**config.mk**
```make
export PLATFORM = sky130hd
export DESIGN_NAME = demod_frame_sequencer
export DESIGN_NICKNAME = d
export VERILOG_FILES = /design/src/rtl/demod_pkg.sv /design/src/rtl/sample_strobe_gen.sv /design/src/rtl/demod_frame_sequencer.sv
export SDC_FILE = /design/constraint.sdc
export NUM_CORES = 1
export LEC_CHECK = 0
export ABC_AREA = 1
export CAP_MARGIN = 20
export CORE_UTILIZATION = 29
export CTS_CLUSTER_DIAMETER = 40
export DETAILED_ROUTE_END_ITERATION = 8
export PLACE_DENSITY_LB_ADDON = 0.3
export SETUP_SLACK_MARGIN = 0.1
export SLEW_MARGIN = 20
export SYNTH_ARGS = -nofsm -noshare
export SYNTH_HDL_FRONTEND = slang
export SYNTH_HIERARCHICAL = 1
export SYNTH_SLANG_ARGS = --single-unit
```
**constraint.sdc**
```tcl
create_clock -name clk -period 5.1 [get_ports clk]
set_input_delay 0.765 -clock clk [delete_from_list [all_inputs] [get_ports clk]]
set_output_delay 0.765 -clock clk [all_outputs]
set_load 0.02 [all_outputs]
```
**src/rtl/demod_pkg.sv**
```systemverilog
// Shared types, widths and the frame-head magnitude test for the QPSK demod sequencer.
package demod_pkg;

  localparam int unsigned SAMPLE_W  = 9;
  localparam int unsigned SYM_IDX_W = 5;

  typedef enum logic [1:0] {
    HUNT = 2'd0,
    RUN  = 2'd1,
    DONE = 2'd2
  } state_e;

  // Sample magnitude strictly above thr on either polarity; also used as the carrier-present test.
  function automatic logic is_head(input logic [SAMPLE_W-1:0] x, input logic [7:0] thr);
    logic [8:0] mag;
    logic [8:0] thr9;
    mag  = {1'b0, x[7:0]};
    thr9 = {1'b0, thr};
    return (!x[8] && (mag > thr9)) || (x[8] && (mag < (9'd256 - thr9)));
  endfunction

endpackage

```
**src/rtl/sample_strobe_gen.sv**
```systemverilog
// Clock divider producing a strobe on the last count of each SAMPLE_DIV-clock period.
module sample_strobe_gen #(
  parameter int unsigned SAMPLE_DIV = 4
) (
  input  logic clk,
  input  logic reset,
  input  logic clr,
  input  logic en,
  output logic strobe_c
);

  localparam int unsigned DIV_W = $clog2(SAMPLE_DIV);
  localparam logic [DIV_W-1:0] LAST = DIV_W'(SAMPLE_DIV - 1);

  logic [DIV_W-1:0] cnt_q;
  logic [DIV_W-1:0] cnt_d;

  always_comb begin
    cnt_d = cnt_q;
    if (clr) begin
      cnt_d = '0;
    end else if (en) begin
      cnt_d = (cnt_q == LAST) ? '0 : cnt_q + DIV_W'(1);
    end
  end

  always_ff @(posedge clk or negedge reset) begin
    if (!reset) begin
      cnt_q <= '0;
    end else begin
      cnt_q <= cnt_d;
    end
  end

  assign strobe_c = en && !clr && (cnt_q == LAST);

endmodule

```
**src/rtl/demod_frame_sequencer.sv**
```systemverilog
// Frame timing sequencer for the coherent QPSK demod datapath (head hunt, sample strobes, symbol dumps).
// Optional carrier-loss abort is built when CARRIER_LOSS_EN is defined.
module demod_frame_sequencer
  import demod_pkg::*;
#(
  parameter int unsigned SAMPLE_DIV      = 4,
  parameter int unsigned SAMPLES_PER_SYM = 32,
  parameter int unsigned SYMS_PER_FRAME  = 32,
  parameter int unsigned DET_THRESH      = 60,
`ifdef CARRIER_LOSS_EN
  parameter int unsigned LOSS_LEN        = 64,
`endif
  parameter int unsigned LUT_AW          = 5
) (
  input  logic                 clk,
  input  logic                 reset,
  input  logic                 enable,
  input  logic [SAMPLE_W-1:0]  channel_out,
  input  logic                 sym_ready,
  output logic                 sample_en,
  output logic [LUT_AW-1:0]    lut_addr,
  output logic                 acc_clr,
  output logic                 acc_en,
  output logic                 dump,
  output logic [SYM_IDX_W-1:0] sym_idx,
  output logic                 frame_active,
  output logic                 frame_done,
  output logic                 overrun
`ifdef CARRIER_LOSS_EN
  ,
  output logic                 carrier_lost
`endif
);

  localparam int unsigned SC_W = $clog2(SAMPLES_PER_SYM + 1);

  state_e                 state_q, state_d;
  logic [SC_W-1:0]        samp_cnt_q, samp_cnt_d;
  logic [LUT_AW-1:0]      lut_addr_q, lut_addr_d;
  logic [SYM_IDX_W-1:0]   sym_idx_q, sym_idx_d;
  logic                   sample_en_q, sample_en_d;
  logic                   acc_clr_q, acc_clr_d;
  logic                   acc_en_q, acc_en_d;
  logic                   dump_q, dump_d;
  logic                   frame_active_q, frame_active_d;
  logic                   frame_done_q, frame_done_d;
  logic                   overrun_q, overrun_d;
  logic                   strobe_c;
  logic                   head_c;
`ifdef CARRIER_LOSS_EN
  localparam int unsigned LC_W = $clog2(LOSS_LEN + 1);
  logic [LC_W-1:0]        loss_cnt_q, loss_cnt_d;
  logic                   carrier_lost_q, carrier_lost_d;
`endif

  // Divider only runs in RUN, so it always restarts from zero on a detect.
  sample_strobe_gen #(
    .SAMPLE_DIV (SAMPLE_DIV)
  ) u_strobe (
    .clk      (clk),
    .reset    (reset),
    .clr      (state_q != RUN),
    .en       (state_q == RUN),
    .strobe_c (strobe_c)
  );

  assign head_c = is_head(channel_out, 8'(DET_THRESH));

  always_comb begin
    state_d        = state_q;
    samp_cnt_d     = samp_cnt_q;
    lut_addr_d     = lut_addr_q;
    sym_idx_d      = sym_idx_q;
    sample_en_d    = 1'b0;
    acc_clr_d      = 1'b0;
    acc_en_d       = 1'b0;
    dump_d         = 1'b0;
    frame_active_d = 1'b0;
    frame_done_d   = 1'b0;
    overrun_d      = overrun_q | (dump_q & ~sym_ready);
`ifdef CARRIER_LOSS_EN
    loss_cnt_d     = loss_cnt_q;
    carrier_lost_d = 1'b0;
`endif
    if (!enable) begin
      state_d    = HUNT;
      samp_cnt_d = '0;
      lut_addr_d = '0;
      sym_idx_d  = '0;
      overrun_d  = 1'b0;
`ifdef CARRIER_LOSS_EN
      loss_cnt_d = '0;
`endif
    end else begin
      case (state_q)
        HUNT: begin
          if (head_c) begin
            state_d        = RUN;
            acc_clr_d      = 1'b1;
            frame_active_d = 1'b1;
            samp_cnt_d     = SC_W'(1);
            lut_addr_d     = '0;
            sym_idx_d      = '0;
`ifdef CARRIER_LOSS_EN
            loss_cnt_d     = '0;
`endif
          end
        end
        RUN: begin
          frame_active_d = 1'b1;
          if (strobe_c) begin
            sample_en_d = 1'b1;
            if (samp_cnt_q < SC_W'(SAMPLES_PER_SYM)) begin
              acc_en_d   = 1'b1;
              samp_cnt_d = samp_cnt_q + SC_W'(1);
              lut_addr_d = lut_addr_q + LUT_AW'(1);
            end else begin
              dump_d     = 1'b1;
              acc_clr_d  = 1'b1;
              samp_cnt_d = SC_W'(1);
              lut_addr_d = '0;
              if (sym_idx_q == SYM_IDX_W'(SYMS_PER_FRAME - 1)) begin
                state_d        = DONE;
                frame_active_d = 1'b0;
              end else begin
                sym_idx_d = sym_idx_q + SYM_IDX_W'(1);
              end
            end
`ifdef CARRIER_LOSS_EN
            // A failing sample on the LOSS_LEN-th strobe overrides whatever this strobe would do.
            if (head_c) begin
              loss_cnt_d = '0;
            end else if (loss_cnt_q == LC_W'(LOSS_LEN - 1)) begin
              state_d        = HUNT;
              carrier_lost_d = 1'b1;
              sample_en_d    = 1'b0;
              acc_en_d       = 1'b0;
              acc_clr_d      = 1'b0;
              dump_d         = 1'b0;
              frame_active_d = 1'b0;
              loss_cnt_d     = '0;
            end else begin
              loss_cnt_d = loss_cnt_q + LC_W'(1);
            end
`endif
          end
        end
        DONE: begin
          frame_done_d = 1'b1;
          state_d      = HUNT;
        end
        default: begin
          state_d = HUNT;
        end
      endcase
    end
  end

  always_ff @(posedge clk or negedge reset) begin
    if (!reset) begin
      state_q        <= HUNT;
      samp_cnt_q     <= '0;
      lut_addr_q     <= '0;
      sym_idx_q      <= '0;
      sample_en_q    <= 1'b0;
      acc_clr_q      <= 1'b0;
      acc_en_q       <= 1'b0;
      dump_q         <= 1'b0;
      frame_active_q <= 1'b0;
      frame_done_q   <= 1'b0;
      overrun_q      <= 1'b0;
`ifdef CARRIER_LOSS_EN
      loss_cnt_q     <= '0;
      carrier_lost_q <= 1'b0;
`endif
    end else begin
      state_q        <= state_d;
      samp_cnt_q     <= samp_cnt_d;
      lut_addr_q     <= lut_addr_d;
      sym_idx_q      <= sym_idx_d;
      sample_en_q    <= sample_en_d;
      acc_clr_q      <= acc_clr_d;
      acc_en_q       <= acc_en_d;
      dump_q         <= dump_d;
      frame_active_q <= frame_active_d;
      frame_done_q   <= frame_done_d;
      overrun_q      <= overrun_d;
`ifdef CARRIER_LOSS_EN
      loss_cnt_q     <= loss_cnt_d;
      carrier_lost_q <= carrier_lost_d;
`endif
    end
  end

  assign sample_en    = sample_en_q;
  assign lut_addr     = lut_addr_q;
  assign acc_clr      = acc_clr_q;
  assign acc_en       = acc_en_q;
  assign dump         = dump_q;
  assign sym_idx      = sym_idx_q;
  assign frame_active = frame_active_q;
  assign frame_done   = frame_done_q;
  assign overrun      = overrun_q;
`ifdef CARRIER_LOSS_EN
  assign carrier_lost = carrier_lost_q;
`endif

endmodule
```
; Word level (Yosys, flattened, before mapping)
; Index checks and enable logic that the tools add are counted.
[totals]
reg_bits = 27
out_inout_bits = 17
inputBits = 13
[op_classes]
muxes = 46
bitwise_logic = 3
magnitude_cmp = 3
reduce_logical = 12
n_addsub = 4
n_eq_ne = 11
[ops]
columns = op, count
row1 = 2-to-1 mux 5 bit, 8
row2 = 2-to-1 mux 6 bit, 4
row3 = 2-to-1 mux 1 bit, 20
row4 = one-hot mux 5 bit (2 select lines), 2
row5 = 2-to-1 mux 2 bit, 8
row6 = "inequality test 3 bit, second input constant", 5
row7 = one-hot mux 6 bit (2 select lines), 1
row8 = "adder 5 x 1 -> 5 bit, second input constant", 2
row9 = "> comparator 8 x 6 -> 1 bit, second input constant", 1
row10 = "less-than comparator 8 bit, second input constant", 1
row11 = "adder 6 x 1 -> 6 bit, second input constant", 1
row12 = "less-than comparator 6 bit, second input constant", 1
row13 = "equality test 5 bit, second input constant", 1
row14 = AND reduction 5 bit, 1
row15 = "equality test 2 bit, second input constant", 2
row16 = logical AND 1 bit, 4
row17 = one-hot mux 1 bit (2 select lines), 2
row18 = one-hot mux 2 bit (2 select lines), 1
row19 = AND reduction 4 bit, 1
row20 = "inequality test 3 x 1 -> 1 bit, second input constant", 1
row21 = AND reduction 3 bit, 1
row22 = "adder 2 x 1 -> 2 bit, second input constant", 1
row23 = "equality test 2 x 1 -> 1 bit, second input constant", 1
row24 = zero test 1 bit, 2
row25 = other kinds (7), 7

; Longest topological paths before layout
[logic_depth]
word_depth = 7
mapped_depth = 11
depth_no_buf = 10

; Hierarchy
; Netlist, hierarchy kept.
[by_module_without_submodules]
columns = module, seq_area_each_um2, area_each_um2, cells_per_inst, n_inst
row1 = demod_frame_sequencer, 625.6, 1406.3, 172, 1
row2 = sample_strobe_gen, 50.0, 110.1, 14, 1

; Worst setup path before layout
; No wires, ideal clock.
[synth_path]
path_kind = reg-to-reg
startpoint = register state_q[1]
endpoint = register samp_cnt_q[3]
period_less_slack_ps = 1922
path_slack_ps = 3178
t_required_ps = 5026
arrival_time_ps = 1848
n_path_buf = 1
path_stages_with_launch = 11
cell_sequence = dfrtp_1 > nor2_4 > clkinv_1 > nor3b_1 > inv_1 > nand2_4 > nand2_4 > nor2_4 > buf_6 > nand2_1 > o21ai_2
[synth_between]
elab_chain_len = 6
elab_cells_between_ends = 12
cone_classes = eq/ne (5) / mux (2) / reduce/logical (5)
[synth_lines]
columns = element, line_no
row1 = start: declaration, demod_frame_sequencer.sv:37  ; state_e state_q, state_d;
row2 = start signal: assignment, demod_frame_sequencer.sv:177  ; state_q <= state_d;
row3 = inequality test 2 x 1 -> 1 bit, demod_frame_sequencer.sv:62  ; .clr (state_q != RUN),
row4 = zero test 1 bit, sample_strobe_gen.sv:35  ; assign strobe_c = en && !clr && (cnt_q == LAST);
row5 = logical AND 1 bit * (2 in a row), sample_strobe_gen.sv:35
row6 = named net strobe_c, demod_frame_sequencer.sv:48  ; logic strobe_c;
row7 = inequality test 3 bit (no line) *, -
row8 = AND reduction 3 bit (no line) *, -
row9 = end signal: assignment, demod_frame_sequencer.sv:178  ; samp_cnt_q <= samp_cnt_d;
row10 = end: declaration, demod_frame_sequencer.sv:38  ; logic [SC_W-1:0] samp_cnt_q, samp_cnt_d;
; Mark *: on every way through the listed nets, which the timed path passes. The rest lies on a longest branch.
; A chain may end at the register's enable or synchronous reset.

; Final worst setup path
[layout_path]
startpoint = register state_q[0]
endpoint = register lut_addr_q[4] (netlist: lut_addr[4])
[layout_between]
elab_chain_len = 6
elab_cells_between_ends = 12
cone_classes = eq/ne (5) / mux (2) / reduce/logical (5)
[layout_lines]
columns = element, line_no
row1 = inequality test 2 x 1 -> 1 bit, demod_frame_sequencer.sv:62
row2 = zero test 1 bit, sample_strobe_gen.sv:35
row3 = logical AND 1 bit * (2 in a row), sample_strobe_gen.sv:35
row4 = named net strobe_c, demod_frame_sequencer.sv:48
row5 = inequality test 3 bit (no line) *, -
row6 = AND reduction 3 bit (no line) *, -
row7 = end signal: assignment, demod_frame_sequencer.sv:179  ; lut_addr_q <= lut_addr_d;
row8 = end: declaration, demod_frame_sequencer.sv:39  ; logic [LUT_AW-1:0] lut_addr_q, lut_addr_d;
; Marks and branches as above.

==> impl_metrics.env <==
export IMPL_cp_cell_sequence="inv_2 > nor2_4 > clkinv_1 > nor3b_1 > inv_1 > nand2_4 > nand2_4 > nor2_4 > nand2_1 > o21ai_2"
export IMPL_max_stage_delay_ns=0.43
export IMPL_ff2ff_path_depth=10
export IMPL_grt_pass1_wl_mm=5.437
export IMPL_rsz0062_at_grt="no"
export IMPL_critical_path_slowest_cell="dfrtp_1"
export IMPL_portBuffers=29
export IMPL_diodes=0
export IMPL_wl_per_cell_um=11.36
export IMPL_cp_max_fo=14
export IMPL_cp_arrival_ns=2.60
export IMPL_ys_types=29
export IMPL_h_tree_depth=1
export IMPL_start_util_pct=31.08
export IMPL_clock_latency_ns=0.27
export IMPL_startpoint_type="flip-flop"
export IMPL_cts_root_buf="clkbuf_8"
export IMPL_crit_type="reg -> reg"
export IMPL_total_power_uw=617.5
export IMPL_min_period_over_period_pct=47.05
export IMPL_hpwlAfterDp_mm=2.395
export IMPL_avgSynthCellArea_um2=8.153
export IMPL_clk_pin_slew_ns=0.10
export IMPL_final_common_cell="nand2_1"
export IMPL_num_vias=1308
export IMPL_rows=25
export IMPL_grt_max_degree=28
export IMPL_antenna_found_initial=0
export IMPL_cts_tree="built"
export IMPL_grtUsageTotal_pct=12.88
export IMPL_num_nets_final=237
export IMPL_required_ns=5.30
export IMPL_finalInstanceArea_um2=1929
export IMPL_startpoint="state_q[0]$_DFFE_PN0P_"
export IMPL_finalCoreUtilization_pct=39.54
export IMPL_syn_nets=204
export IMPL_cts_buffers=3
export IMPL_totalWireLength_mm=3.237
export IMPL_hold_path_class="reg -> reg"
export IMPL_drive_gt1_share_pct=12.39
export IMPL_synthFlopType="dfrtp_1"
export IMPL_final_cell_mix="52 x nand2_1, 29 x clkdlybuf4s50_1, 27 x dfrtp_1"
export IMPL_p_leak_nw=0.8980
export IMPL_syn_area_um2=1516
export IMPL_ys_seq_elements=27
export IMPL_syn2layout_area_growth_pct=27.23
export IMPL_die_height_um=74.31
export IMPL_max_vdd_ir_drop_v=0.0001316
export IMPL_yosysWarnings=6
export IMPL_ctsResizeCount=0
export IMPL_drc=0
export IMPL_fp_dieW_um=74.31
export IMPL_regArea_um2=675.6
export IMPL_ios=30
export IMPL_tightestPinTransition_ns=0.4021
export IMPL_gp_congestion=0.8297
export IMPL_synth_edf_count=0
export IMPL_drt_pass1_iterations=4
export IMPL_cts_hold_fix_buffers=0
export IMPL_endpoint_kind="flip-flop"
export IMPL_post_route_min_period_ns=2.399
export IMPL_syn_inst=186
export IMPL_grt_pass1_vias=1152
export IMPL_multiInputGateArea_um2=755.7
export IMPL_grt_overflow=0
export IMPL_setup_viol=0
export IMPL_synth_seq_area_share_pct=44.55
export IMPL_num_fill_cells=538
export IMPL_async_reset_ff_share_pct=100.0
export IMPL_finalHoldViolations=0
export IMPL_ant_nets=0
export IMPL_maxCapViolations=0
export IMPL_rr_startpoint="state_q[0]$_DFFE_PN0P_"
export IMPL_powerDensity_nw_per_um2=320.1
export IMPL_core_um2=4880
export IMPL_die_area_um2=5522
export IMPL_clock_sinks=27
export IMPL_r2r_end="lut_addr[4]$_DFFE_PN0P_"
export IMPL_status="completed"
export IMPL_post_cts_buffers=0
export IMPL_max_clock_freq_mhz=416.8
export IMPL_placed_area_um2=1883
export IMPL_max_slew_margin_pct=73.16
export IMPL_worst_clock_skew_ns=0.01015
export IMPL_clock_tree_buffer_depth=2
export IMPL_first_iter_violations=63
export IMPL_r2r_slack_ns=2.70
export IMPL_setup_tns_ns=0
export IMPL_crit_end="lut_addr[4]$_DFFE_PN0P_"
export IMPL_via_per_inst=4.589
export IMPL_slew_violations=0
stage by stage:
step	hold slack, ns	setup WS, ns	instances
2_1_floorplan	0.4528	3.178	186
3_3_place_gp	0.4701	2.601	281
3_5_place_dp	0.4796	2.555	281
4_1_cts	0.5009	2.707	285
5_1_grt	0.5382	2.527	285
6_report	0.4916	2.701	285
flip-flops by register name, indices dropped and copies added, names as in the netlist:
name / flops
samp_cnt_q: 6
lut_addr: 5
sym_idx: 5
state_q: 2
u_strobe/cnt_q: 2
acc_clr: 1
acc_en: 1
dump: 1
frame_active: 1
frame_done: 1
overrun: 1
sample_en: 1
Yosys cell counts (3+ instances only):
cell,instances,area [um^2]
dfrtp_1,27,675.7
ha_1,5,62.56
inv_1,13,48.80
nand2_1,52,195.2
nand2_4,3,33.78
nand3_1,14,70.07
nand4_1,9,56.30
nor2_1,15,56.30
nor2_4,4,45.04
nor3_1,9,45.04
o21ai_0,7,35.03
o21ai_2,5,43.79
or2_2,3,18.77
cell type report:
| class | instances | area share [%] |
|---|---|---|
| Timing Repair Buffer | 30 | 15.43 |
| Tap cell | 67 | 4.345 |
| Clock buffer | 3 | 2.140 |
| Clock inverter | 1 | 0.2594 |
| Sequential cell | 27 | 35.02 |
| Multi-Input combinational cell | 139 | 39.17 |
| Inverter | 18 | 3.632 |
metal layers:
| layer | global-route usage, % | up-vias | wire [um] |
|---|---|---|---|
| met2 | 20.71 | 34 | 1427 |
| met5 | 0 | - | 0 |
| met4 | 1.887 | 0 | 18 |
| li1 | - | 676 | - |
| met1 | 17.78 | 596 | 1621 |
| met3 | 3.523 | 2 | 170 |
cell families (layout without fill, tap and decap cells):
| logic type | count (synthesis) | count (layout) | share of synthesized area, % |
|---|---|---|---|
| and+or+nand+nor | 116 | 116 | 38.04 |
| DFF | 27 | 27 | 44.55 |
| buffers and inverters | 20 | 52 | 5.611 |
| AOI/OAI and AO/OA | 17 | 17 | 7.095 |
| adders and majority gates | 5 | 5 | 4.125 |
| xor gates and xnor gates | 1 | 1 | 0.5777 |
power breakdown:
group	internal, mW	leakage (nW)	switching, mW
logic	0.0756	0.502	0.154
registers	0.240	0.370	0.0247
clock network	0.0548	0.0255	0.0677
worst min path at each step:
stage | from | end | slack (ns) | cells past startpoint
5_1_grt | u_strobe/cnt_q[1]$_DFFE_PN0P_ | u_strobe/cnt_q[1]$_DFFE_PN0P_ | 0.54 | 2
6_report | u_strobe/cnt_q[1]$_DFFE_PN0P_ | u_strobe/cnt_q[1]$_DFFE_PN0P_ | 0.49 | 2
2_1_floorplan | u_strobe/cnt_q[1]$_DFFE_PN0P_ | u_strobe/cnt_q[1]$_DFFE_PN0P_ | 0.45 | 2
3_5_place_dp | u_strobe/cnt_q[1]$_DFFE_PN0P_ | u_strobe/cnt_q[1]$_DFFE_PN0P_ | 0.48 | 2
4_1_cts | u_strobe/cnt_q[1]$_DFFE_PN0P_ | u_strobe/cnt_q[1]$_DFFE_PN0P_ | 0.50 | 2
3_3_place_gp | u_strobe/cnt_q[1]$_DFFE_PN0P_ | u_strobe/cnt_q[1]$_DFFE_PN0P_ | 0.47 | 2
worst max-delay path: cells and delay by family (launching register included):
kind	cells	cell delay, ns
compound gates	1	0.07
buf+inv	3	0.56
flops	1	0.43
simple gates	6	1.25
(Power assumes the default switching activity.)
